File: config.mk
export PLATFORM = sky130hd
export DESIGN_NAME = hamming_serial_tx_flat
export DESIGN_NICKNAME = d
export VERILOG_FILES = /design/src/rtl/hamming_pkg.sv /design/src/rtl/hamming_serial_tx_if.sv /design/src/rtl/hamming_enc8.sv /design/src/rtl/hamming_serial_tx.sv /design/src/flat_wrapper.sv
export SDC_FILE = /design/constraint.sdc
export NUM_CORES = 1
export LEC_CHECK = 0
export BUFFER_PORTS_ARGS = -buffer_cell sky130_fd_sc_hd__buf_2
export CAP_MARGIN = 25
export CORE_AREA = 5 5 71 73
export CTS_BUF_LIST = sky130_fd_sc_hd__clkbuf_4 sky130_fd_sc_hd__clkbuf_8
export DETAILED_ROUTE_END_ITERATION = 7
export DIE_AREA = 0 0 76 78
export SKIP_LAST_GASP = 1
export SLEW_MARGIN = 20
export SYNTH_ARGS = -nofsm -noshare
export SYNTH_HDL_FRONTEND = slang
export SYNTH_SLANG_ARGS = --single-unit
File: constraint.sdc
create_clock -name clk -period 2.3 [get_ports clk]
set_input_delay 0.115 -clock clk [delete_from_list [all_inputs] [get_ports clk]]
set_output_delay 0.115 -clock clk [all_outputs]
set_load 0.01 [all_outputs]
File: src/rtl/hamming_pkg.sv
// Shared constants for the 8-bit Hamming SEC serial link.
// HAMMING_SECDED_EN adds an overall-parity bit at position 13 (CW=13).
package hamming_pkg;

`ifdef HAMMING_SECDED_EN
    localparam int CW = 13;
`else
    localparam int CW = 12;
`endif

    localparam logic [3:0] CW_LAST = 4'(CW);

    // Coverage masks over positions 1..12, position 1 is the leftmost bit.
    localparam logic [1:12] P1_MASK = 12'b001010101010;
    localparam logic [1:12] P2_MASK = 12'b001001100110;
    localparam logic [1:12] P4_MASK = 12'b000011100001;
    localparam logic [1:12] P8_MASK = 12'b000000001111;

    typedef logic [1:0] state_t;
    localparam logic [1:0] ST_IDLE  = 2'd0;
    localparam logic [1:0] ST_SHIFT = 2'd1;
    localparam logic [1:0] ST_GAP   = 2'd2;

endpackage

File: src/rtl/hamming_serial_tx_if.sv
// Byte handshake and serial line of the Hamming transmitter.
// Codeword width follows HAMMING_SECDED_EN through hamming_pkg::CW.
interface hamming_serial_tx_if;
    import hamming_pkg::*;

    // A byte transfers on a rising edge where data_valid && data_ready; data_in
    // and data_valid are don't-care whenever data_ready is low.
    logic [7:0]  data_in;
    logic        data_valid;
    logic        data_ready;
    logic [1:CW] code_out;
    logic        ser_out;
    logic        ser_valid;
    logic        ser_first;
    logic        frame_done;

    modport master (
        output data_in, data_valid,
        input  data_ready, code_out, ser_out, ser_valid, ser_first, frame_done
    );

    modport slave (
        input  data_in, data_valid,
        output data_ready, code_out, ser_out, ser_valid, ser_first, frame_done
    );

endinterface

File: src/rtl/hamming_enc8.sv
// Combinational 8-bit to position-indexed [1:CW] Hamming encoder.
// With HAMMING_SECDED_EN the overall even parity is appended at position 13.
module hamming_enc8
    import hamming_pkg::*;
(
    input  logic [7:0]  data,
    output logic [1:CW] code
);

    logic [1:12] base;
    logic [1:12] word;

    always_comb begin
        base     = '0;
        base[3]  = data[7];
        base[5]  = data[6];
        base[6]  = data[5];
        base[7]  = data[4];
        base[9]  = data[3];
        base[10] = data[2];
        base[11] = data[1];
        base[12] = data[0];
        word     = base;
        word[1]  = ^(base & P1_MASK);
        word[2]  = ^(base & P2_MASK);
        word[4]  = ^(base & P4_MASK);
        word[8]  = ^(base & P8_MASK);
    end

`ifdef HAMMING_SECDED_EN
    assign code = {word, ^word};
`else
    assign code = word;
`endif

endmodule

File: src/rtl/hamming_serial_tx.sv
// Hamming SEC transmitter: accepts a byte, latches its codeword, shifts it out position 1 first.
// HAMMING_SECDED_EN selects the 13-bit SECDED codeword.
module hamming_serial_tx
    import hamming_pkg::*;
#(
    parameter int   GAP_CYCLES = 1,
    parameter logic IDLE_LEVEL = 1'b0
)
(
    input  logic                clk,
    input  logic                rst,
    hamming_serial_tx_if.slave  link,
    output state_t              fsm_state
);

    localparam int GW = (GAP_CYCLES > 0) ? $clog2(GAP_CYCLES + 1) : 1;
    localparam logic [GW-1:0] GAP_LAST = GW'(GAP_CYCLES);

    state_t        state;
    logic [3:0]    bit_cnt;
    logic [GW-1:0] gap_cnt;
    logic [1:CW]   shreg;
    logic [1:CW]   enc_code;
    logic          last_bit;
    logic          accept;

    hamming_enc8 u_enc (
        .data (link.data_in),
        .code (enc_code)
    );

    assign last_bit = (state == ST_SHIFT) && (bit_cnt == CW_LAST);
    assign accept   = link.data_valid && link.data_ready;

    // Back-to-back frames are only possible when no gap is configured.
    always_comb begin
        link.data_ready = 1'b0;
        if (!rst) begin
            if (state == ST_IDLE)
                link.data_ready = 1'b1;
            else if ((GAP_CYCLES == 0) && last_bit)
                link.data_ready = 1'b1;
        end
    end

    always_ff @(posedge clk) begin
        if (rst) begin
            state           <= ST_IDLE;
            bit_cnt         <= 4'd0;
            gap_cnt         <= '0;
            shreg           <= '0;
            link.code_out   <= '0;
            link.frame_done <= 1'b0;
        end else begin
            link.frame_done <= 1'b0;
            case (state)
                ST_IDLE: begin
                    if (accept) begin
                        link.code_out <= enc_code;
                        shreg         <= enc_code;
                        bit_cnt       <= 4'd1;
                        state         <= ST_SHIFT;
                    end
                end
                ST_SHIFT: begin
                    if (last_bit) begin
                        link.frame_done <= 1'b1;
                        if (accept) begin
                            link.code_out <= enc_code;
                            shreg         <= enc_code;
                            bit_cnt       <= 4'd1;
                        end else if (GAP_CYCLES > 0) begin
                            bit_cnt <= 4'd0;
                            gap_cnt <= GW'(1);
                            state   <= ST_GAP;
                        end else begin
                            bit_cnt <= 4'd0;
                            state   <= ST_IDLE;
                        end
                    end else begin
                        bit_cnt <= bit_cnt + 4'd1;
                        shreg   <= {shreg[2:CW], 1'b0};
                    end
                end
                ST_GAP: begin
                    if (gap_cnt == GAP_LAST)
                        state <= ST_IDLE;
                    else
                        gap_cnt <= gap_cnt + GW'(1);
                end
                default: state <= ST_IDLE;
            endcase
        end
    end

    assign link.ser_valid = (state == ST_SHIFT);
    assign link.ser_first = (state == ST_SHIFT) && (bit_cnt == 4'd1);
    assign link.ser_out   = (state == ST_SHIFT) ? shreg[1] : IDLE_LEVEL;
    assign fsm_state      = state;

endmodule

File: src/flat_wrapper.sv
// flat-port wrapper written by rule: the top's interface ports become plain ports
module hamming_serial_tx_flat import hamming_pkg::*;
#(
    parameter int   GAP_CYCLES = 1,
    parameter logic IDLE_LEVEL = 1'b0
)
  (clk, rst, fsm_state, link_data_in, link_data_valid, link_data_ready, link_code_out, link_ser_out, link_ser_valid, link_ser_first, link_frame_done);
  hamming_serial_tx_if link_i ();
  input  logic clk;
  input  logic rst;
  output state_t fsm_state;
  input wire logic [$bits(link_i.data_in)-1:0] link_data_in;
  input wire logic [$bits(link_i.data_valid)-1:0] link_data_valid;
  output wire logic [$bits(link_i.data_ready)-1:0] link_data_ready;
  output wire logic [$bits(link_i.code_out)-1:0] link_code_out;
  output wire logic [$bits(link_i.ser_out)-1:0] link_ser_out;
  output wire logic [$bits(link_i.ser_valid)-1:0] link_ser_valid;
  output wire logic [$bits(link_i.ser_first)-1:0] link_ser_first;
  output wire logic [$bits(link_i.frame_done)-1:0] link_frame_done;
  assign link_i.data_in = link_data_in;
  assign link_i.data_valid = link_data_valid;
  assign link_data_ready = link_i.data_ready;
  assign link_code_out = link_i.code_out;
  assign link_ser_out = link_i.ser_out;
  assign link_ser_valid = link_i.ser_valid;
  assign link_ser_first = link_i.ser_first;
  assign link_frame_done = link_i.frame_done;
  hamming_serial_tx #(.GAP_CYCLES(GAP_CYCLES), .IDLE_LEVEL(IDLE_LEVEL)) u_core (.clk(clk), .rst(rst), .link(link_i), .fsm_state(fsm_state));
endmodule
# [Word level (Yosys, flattened, before mapping)]
# Cells that the tools add are included.
[classes] addsub=2 mul=0 div_mod_pow=0 n_lt_le_gt_ge=0 eq_ne=8 shift=0 mux=23 n_bitwise=1 reduce_logical=15
[op_table] operator="two-way mux 12 bit" n=4
[op_table] operator="case mux 12 bit (2 select lines)" n=2
[op_table] operator="parity 12 bit" n=4
[op_table] operator="two-way mux 1 bit" n=8
[op_table] operator="two-way mux 2 bit" n=4
[op_table] operator="two-way mux 4 bit" n=2
[op_table] operator="case mux 4 bit (2 select lines)" n=1
[op_table] operator="!= test 2 x 1 -> 1 bit, second input constant" n=3
[op_table] operator="case mux 2 bit (3 select lines)" n=1
[op_table] operator="adder 4 x 1 -> 4 bit, second input constant" n=1
[op_table] operator="== test 4 x 1 -> 1 bit, second input constant" n=1
[op_table] operator="== test 4 bit, second input constant" n=1
[op_table] operator="AND reduction 2 bit" n=2
[op_table] operator="AND reduction 4 bit" n=1
[op_table] operator="nonzero test 2 bit" n=2
[op_table] operator="logical AND 1 bit" n=3
[op_table] operator="AND reduction 3 bit" n=1
[op_table] operator="== test 2 x 1 -> 1 bit, second input constant" n=1
[op_table] operator="== test 2 bit, second input constant" n=1
[op_table] operator="logical NOT 2 bit" n=1
[op_table] operator="!= test 2 bit, second input constant" n=1
[op_table] operator="case mux 1 bit (2 select lines)" n=1
[op_table] operator="OR reduction 2 bit" n=1
[op_table] operator="adder 1 bit, second input constant" n=1
[op_table] operator="NOT 1 bit" n=1
[word_totals] register_bits=32 latch_bits=0 mem_bits_rw=0 mem_bits_ro=0 inputBits=11 out_inout_bits=19 word_cells=55 mem_count=0

# [Longest topological paths before layout]
# Gate-level depths: netlist of the first run.
[depth] word_depth=7 mapped_depth=7 depth_no_buf=6

# [Modules after synthesis]
# From an unflattened synthesis of the first run, not the netlist that was laid out.
[hier_totals] cells_unflattened=171 area_unflattened_um2=1490.2
[by_module_without_submodules] module="hamming_serial_tx" n_inst=1 cells_per_inst=153 area_per_inst_um2=1315.0 seq_area_each_um2=640.6
[by_module_without_submodules] module="hamming_enc8" n_inst=1 cells_per_inst=18 area_per_inst_um2=175.2 seq_area_each_um2=0.0

# [Worst setup path before layout of the first run]
# Ideal clock, no wire load.
[synth_timing] kind="register to register" startpoint="register u_core.bit_cnt[0]" endpoint="register u_core.shreg[1] in the netlist's numbering" setup_time_ns=0.079 arrival_time_ns=1.460 required_time_ns=2.221 path_slack_ns=0.761 stages_incl_launch_ff=7 n_path_buf=0 synth_period_minus_slack_ns=1.539 cell_sequence="dfxtp_1 > inv_1 > ha_1 > and3_1 > nor2_1 > a21oi_1 > a211oi_2"
[synth_between] elab_chain_len=4
[synth_rtl] element="start: declaration" line_no="hamming_serial_tx.sv:20" text="logic [3:0] bit_cnt;"
[synth_rtl] element="start signal: assignment" line_no="hamming_serial_tx.sv:81" text="bit_cnt <= bit_cnt + 4'd1;"
[synth_rtl] element="== test 4 bit" line_no="hamming_serial_tx.sv:32" text="assign last_bit = (state == ST_SHIFT) && (bit_cnt == CW_LAST);"
[synth_rtl] element="logical AND 1 bit" line_no="hamming_serial_tx.sv:32"
[synth_rtl] element="two-way mux 12 bit" line_no="hamming_serial_tx.sv:66" text="if (last_bit) begin"
[synth_rtl] element="case mux 12 bit (2 select lines)" line_no="hamming_serial_tx.sv:56" text="case (state)"
[synth_rtl] element="end signal: assignment" line_no="hamming_serial_tx.sv:60" text="shreg <= enc_code;"
[synth_rtl] element="end signal: assignment" line_no="hamming_serial_tx.sv:70" text="shreg <= enc_code;"
[synth_rtl] element="end signal: assignment" line_no="hamming_serial_tx.sv:82" text="shreg <= {shreg[2:CW], 1'b0};"
[synth_rtl] element="end: declaration" line_no="hamming_serial_tx.sv:22" text="logic [1:CW] shreg;"
# Every way passes these cells.
# A chain may end at the register's enable or synchronous reset.

# [Worst setup path after layout of the first run]
[layout_timing] startpoint="register u_core.state[0] (netlist: u_core.fsm_state[0])" endpoint="register u_core.shreg[8] in the netlist's numbering"
[layout_between] elab_chain_len=7 word_cells_on_any_way=10 classes_between="eq/ne (1); mux (5); reduce/logical (4)"
[layout_rtl] element="start: declaration" line_no="hamming_serial_tx.sv:19" text="state_t state;"
[layout_rtl] element="start signal: assignment" line_no="hamming_serial_tx.sv:48" text="state <= ST_IDLE;"
[layout_rtl] element="start signal: assignment" line_no="hamming_serial_tx.sv:62" text="state <= ST_SHIFT;"
[layout_rtl] element="start signal: assignment" line_no="hamming_serial_tx.sv:75" text="state <= ST_GAP;"
[layout_rtl] element="logical NOT 2 bit" line_no="hamming_serial_tx.sv:39, hamming_serial_tx.sv:56"
[layout_rtl] element="two-way mux 1 bit" line_no="hamming_serial_tx.sv:39" text="if (state == ST_IDLE)"
[layout_rtl] element="two-way mux 1 bit" line_no="hamming_serial_tx.sv:38" text="if (!rst) begin"
[layout_rtl] element="logical AND 1 bit" line_no="hamming_serial_tx.sv:33" text="assign accept = link.data_valid && link.data_ready;"
[layout_rtl] element="two-way mux 12 bit"
[layout_rtl] element="two-way mux 12 bit" line_no="hamming_serial_tx.sv:66"
[layout_rtl] element="case mux 12 bit (2 select lines)" line_no="hamming_serial_tx.sv:56"
# Parallel ways exist; a longest one is shown, timed or not.

==> Implementation_results.wiki, run 1 <==
{| class="wikitable"
! Metric !! Value
|-
| Kind of start point of the critical path || register
|-
| Crit path max fanout || 14
|-
| TritonCTS clock tree || done
|-
| Sequential cell area fraction in the yosys report || 0.391
|-
| Final critical-path share of the clock period || 0.828
|-
| Async set or reset register ratio after synthesis || 0
|-
| TNS Setup || 0 ps
|-
| Transition time of the tightest slew-check pin || just under 500 ps
|-
| DRT antenna net count || 0
|-
| # clock sinks || 32
|-
| Post-synthesis sequential element count || 32
|-
| Outcome || finished clean
|-
| Maximum number of pins on one net before global-route repair || 20
|-
| Post-synth EDFFs || 0
|-
| Starting density of the core || 0.381
|-
| Post-synth net total || between 200 and 250
|-
| Cell area after synthesis || between 1500 and 2000 um2
|-
| Instance count of the mapped netlist || 189
|-
| Slew Viols, Final || 0
|-
| Clk Latency, worst-skew pair || about 290 ps
|-
| Buffers on Ports || 29
|-
| Data required time at the worst endpoint || between 2000 and 3000 ps
|-
| Number of cells upsized or downsized after cts || 0
|-
| Count of buffers added by post-CTS timing repair for setup || 0
|-
| Number of antenna repair diodes || 0
|-
| Number of fill cells in the layout || 450
|-
| Count of unique library cells instantiated by Yosys || 38
|-
| Layout Nets || between 200 and 250
|-
| Aggregate global-route resource usage || 0.132
|-
| Vias per cell || 5.14
|-
| Growth of design area from synthesis to finish || 19.0%
|-
| Chip height || about 78 um
|-
| Total detailed-routing wirelength || around 3700 um
|-
| Power density cells || a little over 900 nW/um2
|-
| Min Clock Period, post-route || ~1900 ps
|-
| Hold Violations, Final || 0
|-
| Root buffer cell || sky130_fd_sc_hd__clkbuf_8
|-
| Post-synth top flop || sky130_fd_sc_hd__dfxtp_1
|-
| Master of the slowest instance on the critical path || sky130_fd_sc_hd__ha_1
|-
| CP peak stage delay || roughly 470 ps
|-
| Cell breakdown of the critical path || inv_1 > ha_1 > and3b_1 > nor2_1 > a211o_1 > a21oi_1
|-
| Cts-stage hold buffer count || 0
|-
| Die outline width || 76 um
|-
| Worst hold margin || around 120 ps
|-
| Final worst clock skew || 8.83 ps
|-
| Total die area || a little under 6000 um2
|-
| Total iterations of the first detailed-routing run || 4
|-
| Via count of the first global-routing pass || roughly 1.4k
|-
| Maxcap violations || 0
|-
| Count of endpoints failing setup in the final report || 0
|-
| Seq. cell area || between 600 and 700 um2
|-
| Critical Setup Path Class || reg2reg
|-
| Vias || approximately 1.4k
|-
| Class of the tightest hold or removal check || in2reg
|-
| IR Drop Worst-Case VDD || a little over 600 uV
|-
| Leakage power || 0.816 nW
|-
| Average instance area after synthesis || between 8 and 9 um2
|-
| Number of buffers inserted during clock tree synthesis || 5
|-
| Worst Reg-to-Reg Cells || 6
|-
| Unrepaired setup endpoints after global routing || no
|-
| Highest clock rate || 525 MHz
|-
| # IOs || 30
|-
| Post-DR wirelength/cell || 13.7 um
|-
| Max Root-Sink Buffers || 2
|-
| H-tree levels || 2
|-
| # DRC || 0
|-
| Wire length of the first global-routing pass || 6460 um
|-
| Number of antenna violations at the first check in global routing || 0
|-
| Yosys warning count || 0
|-
| Depth of the worst hold-timing path || 3
|-
| Type of element capturing the critical path || register
|-
| Area used by multi-input combinational logic || around 900 um2
|-
| Placer's final routability congestion estimate || about 0.79
|-
| Endpoint arrival time on the critical path || 2120 ps
|-
| Post-DP HPWL || around 2700 um
|-
| Fraction of layout cells with a size suffix above 1 || 0.222
|-
| Placeable core region || ~4300 um2
|-
| Iteration-0 DRC Markers || 67
|-
| Clock Pin Slew Worst Setup and Hold Paths || approximately 80 ps
|-
| Num rows || 24
|-
| Tightest slew margin relative to the limit || 0.676
|-
| Congestion Overflow GR || 0
|}
[per-layer routing]
metal	part of all wire	vias to the layer above	global-route usage
met3	0.046	4	0.0394
met1	0.47	657	0.165
met2	0.48	24	0.217
met4	0.0083	0	0.0427
met5	0	-	0
li1	-	717	-
[Yosys cell counts (2+ instances only)]
| master | count | area [um2] |
|---|---|---|
| sky130_fd_sc_hd__nand2_1 | 23 | 86.3 |
| sky130_fd_sc_hd__xor2_1 | 2 | 17.5 |
| sky130_fd_sc_hd__inv_1 | 6 | 22.5 |
| sky130_fd_sc_hd__dfxtp_1 | 32 | 641 |
| sky130_fd_sc_hd__nand3_1 | 3 | 15.0 |
| sky130_fd_sc_hd__mux2i_1 | 10 | 100 |
| sky130_fd_sc_hd__o21bai_1 | 2 | 15.0 |
| sky130_fd_sc_hd__a211oi_1 | 3 | 22.5 |
| sky130_fd_sc_hd__a21oi_1 | 12 | 60.1 |
| sky130_fd_sc_hd__xnor2_1 | 8 | 70.1 |
| sky130_fd_sc_hd__a311oi_1 | 7 | 61.3 |
| sky130_fd_sc_hd__ha_1 | 6 | 75.1 |
| sky130_fd_sc_hd__o211ai_1 | 3 | 22.5 |
| sky130_fd_sc_hd__nor2b_1 | 3 | 18.8 |
| sky130_fd_sc_hd__nand2b_1 | 3 | 18.8 |
| sky130_fd_sc_hd__buf_2 | 5 | 25.0 |
| sky130_fd_sc_hd__and2_1 | 2 | 12.5 |
| sky130_fd_sc_hd__nor2_1 | 25 | 93.8 |
| sky130_fd_sc_hd__clkbuf_1 | 4 | 15.0 |
| sky130_fd_sc_hd__a211oi_2 | 2 | 25.0 |
| sky130_fd_sc_hd__a211o_1 | 2 | 17.5 |
| sky130_fd_sc_hd__o21ai_0 | 6 | 30.0 |
| sky130_fd_sc_hd__nor3_1 | 5 | 25.0 |
[flip-flops by register name (all words and copies together), names as in the netlist]
register,count
u_core.link.code_out,12
u_core.shreg,12
u_core.link.frame_done,1
u_core.bit_cnt,4
u_core.fsm_state,2
u_core.gap_cnt,1
[critical path: cells and delay by family, from the launching register on]
family,cells,cell delay (ps)
simple gates,2,540
fa+ha+maj,1,470
compound gates,2,400
flops,1,330
buf+inv,1,100
[logic make-up (layout without fill, tap and decap cells)]
logic type / count (synthesis) / count (layout) / synth area share
AOI/OAI and AO/OA: 41 / 41 / 0.174
xor gates and xnor gates: 11 / 11 / 0.0680
adders and majority gates: 6 / 6 / 0.0459
buffers and inverters: 17 / 49 / 0.0497
DFF: 32 / 32 / 0.391
muxes: 10 / 10 / 0.0612
and+or+nand+nor: 72 / 72 / 0.210
[per-stage QoR]
step | power (W) | util | cells | setup slack [ps] | instance area (um2)
2_1_floorplan | 0.00112 | - | 189 | 761 | 1640
3_3_place_gp | 0.00128 | 0.427 | 265 | 506 | 1830
3_5_place_dp | 0.00128 | 0.427 | 265 | 432 | 1830
4_1_cts | 0.00184 | 0.454 | 273 | 413 | 1950
5_1_grt | 0.00195 | 0.454 | 273 | 174 | 1950
6_report | 0.00182 | 0.454 | 273 | 396 | 1950
[area by class of cell]
class / instances / share of cell area
multi-input cells: 140 / 0.469
flip-flops and latches: 32 / 0.329
repair buffers: 35 / 0.0976
clock buffers: 5 / 0.0353
well taps: 52 / 0.0334
clock inverters: 3 / 0.0238
inverters: 6 / 0.0116
[layout by cell type (no fill, tap or decap), drive strengths merged, types with 2 or more instances in the layout]
cell type	n
inv	7
buf	35
nand2b	3
a211o	2
o211ai	3
a211oi	5
nor2	25
nor3	5
dfxtp	32
a21oi	13
mux2i	10
clkbuf	5
ha	6
o21ai	6
a311oi	7
nand3	4
xor2	2
and2	2
o21bai	2
xnor2	8
nor2b	3
nand2	23
[final timing paths]
check / start / endpoint / slack, ps
setup reg to reg: u_core.fsm_state[0] / u_core.shreg[8] / 400
hold reg to reg: u_core.shreg[9] / u_core.shreg[8] / 470
setup / recovery: u_core.fsm_state[0] / u_core.shreg[8] / 400
hold / removal: link_data_in[7] / u_core.link.code_out[3] / 120
[report_power, final]
| part | internal (W) | switching (W) |
|---|---|---|
| Sequential | 0.000647 | 0.0000489 |
| Clock | 0.000326 | 0.000226 |
| Combinational | 0.000238 | 0.000332 |
Power figures use the tool's default switching activity.
==> inputs of run 2 (changes only) <==
Clock period 2.3 ns to 1.6 ns, I/O delays scaled along.
==> run 2 against run 1 <==
  * Clock-buffer cell count is the same
  * Die area is the same
  * Cell count grew 3.3%
  * Sequential power grew 44%
  * Combinational power grew 65%
  * Worst setup slack lost 340 ps
  * Core utilization grew 2.9 points
  * Design area grew 6.4%
  * Via count grew 0.86%
  * Hold slack lost 26 ps
==> Implementation_results.wiki, run 2 (synthesis results as in run 1) <==
{| class="wikitable"
! Metric !! Value
|-
| Post-DR wirelength/cell || 13.6 um (-0.32%)
|-
| Final critical-path share of the clock period || 0.963 (+0.135)
|-
| Vias || 1414 (+0.86%)
|-
| Root buffer cell || sky130_fd_sc_hd__clkbuf_8
|-
| Most frequent cells in the layout || sky130_fd_sc_hd__dfxtp_1, sky130_fd_sc_hd__buf_2, sky130_fd_sc_hd__nor2_1
|-
| Count of endpoints failing setup in the final report || 0 (unchanged)
|-
| Transition time of the tightest slew-check pin || 287 ps (-199 ps)
|-
| IR Drop Worst-Case VDD || 622 uV (+2.7%)
|-
| Area used by multi-input combinational logic || 950 um2 (+3.8%)
|-
| Number of antenna repair diodes || 0 (unchanged)
|-
| Maxcap violations || 0 (unchanged)
|-
| Setup slack after placement || 51.4 ps (-381 ps)
|-
| Clk Latency, worst-skew pair || 280 ps (about the same)
|-
| Outcome || finished clean
|-
| # clock sinks || 32 (unchanged)
|-
| TNS Setup || 0 ps (unchanged)
|-
| Leakage power || 0.871 nW (+6.7%)
|-
| Via count of the first global-routing pass || 1400 (+3.7%)
|-
| Crit-path leading delay family || buffers and inverters
|-
| Post-layout worst setup margin || 59.0 ps (-337 ps)
|-
| Crit path max fanout || 12 (-2)
|-
| Number of antenna violations at the first check in global routing || 0 (unchanged)
|-
| Layout Nets || 246 (+3.8%)
|-
| DRT antenna net count || 0 (unchanged)
|-
| Die outline width || 76 um (unchanged)
|-
| Max Root-Sink Buffers || 2 (unchanged)
|-
| Number of fill cells in the layout || 416 (-7.6%)
|-
| H-tree levels || 2 (unchanged)
|-
| Type of element capturing the critical path || register
|-
| Final worst clock skew || 5.59 ps (-3.24 ps)
|-
| Placeable core region || 4290 um2 (unchanged)
|-
| Total die area || 5930 um2 (unchanged)
|-
| Power density cells || 1310 nW/um2 (+40%)
|-
| Largest registers in the final layout || u_core.link.code_out (12), u_core.shreg (12), u_core.bit_cnt (4)
|-
| Congestion Overflow GR || 0 (unchanged)
|-
| # DRC || 0 (unchanged)
|-
| Num rows || 24 (unchanged)
|-
| TritonCTS clock tree || done
|-
| CP peak stage delay || 320 ps (-150 ps)
|-
| Maximum number of pins on one net before global-route repair || 20 (unchanged)
|-
| Starting density of the core || 0.381 (unchanged)
|-
| Chip height || 78 um (unchanged)
|-
| CP Buf/Inv Count || 3 (+2)
|-
| Class of the tightest hold or removal check || in2reg
|-
| Total iterations of the first detailed-routing run || 4 (unchanged)
|-
| # IOs || 30 (unchanged)
|-
| Wire length of the first global-routing pass || 6630 um (+2.7%)
|-
| Highest clock rate || 649 MHz (+24%)
|-
| Critical Setup Path Class || reg2reg
|-
| Growth of design area from synthesis to finish || 26.7%
|-
| Min Clock Period, post-route || 1540 ps (-363 ps)
|-
| Cts-stage hold buffer count || 0 (unchanged)
|-
| Seq. cell area || 642 um2 (+0.20%)
|-
| Buffers on Ports || 29 (unchanged)
|-
| Iteration-0 DRC Markers || 44 (-34%)
|-
| Kind of start point of the critical path || register
|-
| Tightest slew margin relative to the limit || 0.807 (+0.131)
|-
| Unrepaired setup endpoints after global routing || yes
|-
| Post-DP HPWL || 2720 um (+0.34%)
|-
| Fraction of layout cells with a size suffix above 1 || 0.291 (+0.0696)
|-
| Slew Viols, Final || 0 (unchanged)
|-
| Clock Pin Slew Worst Setup and Hold Paths || 70 ps (about the same)
|-
| Cell breakdown of the critical path || inv_1 > ha_2 > buf_4 > nand3b_4 > a21oi_2 > buf_12 > mux2i_1 > nor2_1
|-
| Data required time at the worst endpoint || 1780 ps (-740 ps)
|-
| Most common cell after layout, fill and taps aside || sky130_fd_sc_hd__dfxtp_1
|-
| Hold Violations, Final || 0 (unchanged)
|-
| Endpoint arrival time on the critical path || 1720 ps (-400 ps)
|-
| Vias per cell || 5.01 (-2.4%)
|-
| Placer's final routability congestion estimate || 0.794 (+0.56%)
|-
| Total detailed-routing wirelength || 3850 um (+3.0%)
|-
| Aggregate global-route resource usage || 0.134 (+0.00179)
|-
| Number of buffers inserted during clock tree synthesis || 5 (unchanged)
|-
| Master of the slowest instance on the critical path || sky130_fd_sc_hd__dfxtp_1
|-
| Worst hold margin || 95.4 ps (-25.7 ps)
|}
==> run 2: timing repair <==
action	in CTS	in global routing
setup buffers	0	1
resized for setup	1	9
setup endpoints to repair	1	27
==> run 2: path summary, 6_finish.rpt <==
kind / start / end / slack, ps / cells after the start
setup / recovery: u_core.fsm_state[1] / u_core.link.code_out[9] / 60 / 8
hold / removal: link_data_in[7] / u_core.shreg[3] / 100 / 3
setup reg to reg: u_core.fsm_state[1] / u_core.link.code_out[9] / 60 / 8
hold reg to reg: u_core.gap_cnt / u_core.gap_cnt / 460 / 2
==> run 2: report_power, final <==
group | switching, W | internal [W] | leakage, nW
registers | 0.0000671 | 0.000932 | 0.262
clock network | 0.000312 | 0.000461 | 0.0541
logic | 0.000506 | 0.000431 | 0.554
==> run 2: metal layers <==
| layer | track usage | wire [um] | vias up |
|---|---|---|---|
| met5 | 0 | 0 | - |
| met4 | 0.0445 | 29 | 0 |
| met3 | 0.0313 | 147 | 4 |
| met2 | 0.215 | 1800 | 33 |
| met1 | 0.176 | 1870 | 643 |
| li1 | - | - | 734 |
==> run 2: through the flow <==
stage	total power (W)	area, um2	util	instances
5_1_grt	0.00290	2070	0.483	282
3_3_place_gp	0.00191	1920	0.447	273
6_report	0.00271	2070	0.483	282
4_1_cts	0.00270	2030	0.473	281
2_1_floorplan	0.00161	1640	-	189
3_5_place_dp	0.00191	1920	0.447	273
==> run 2: area by class of cell <==
| type | count | share of cell area |
|---|---|---|
| timing repair buffer | 44 | 0.136 |
| inverter | 6 | 0.0109 |
| tap | 52 | 0.0314 |
| clock buffer | 5 | 0.0332 |
| multi-input combinational | 140 | 0.458 |
| clock inverter | 3 | 0.0205 |
| sequential | 32 | 0.310 |
==> run 2: tightest hold or removal path, delay by kind of cell <==
family / cells / cell delay (ps)
and+or+nand+nor: 1 / 50
AOI/OAI and AO/OA: 1 / 70
buffers and inverters: 1 / 120
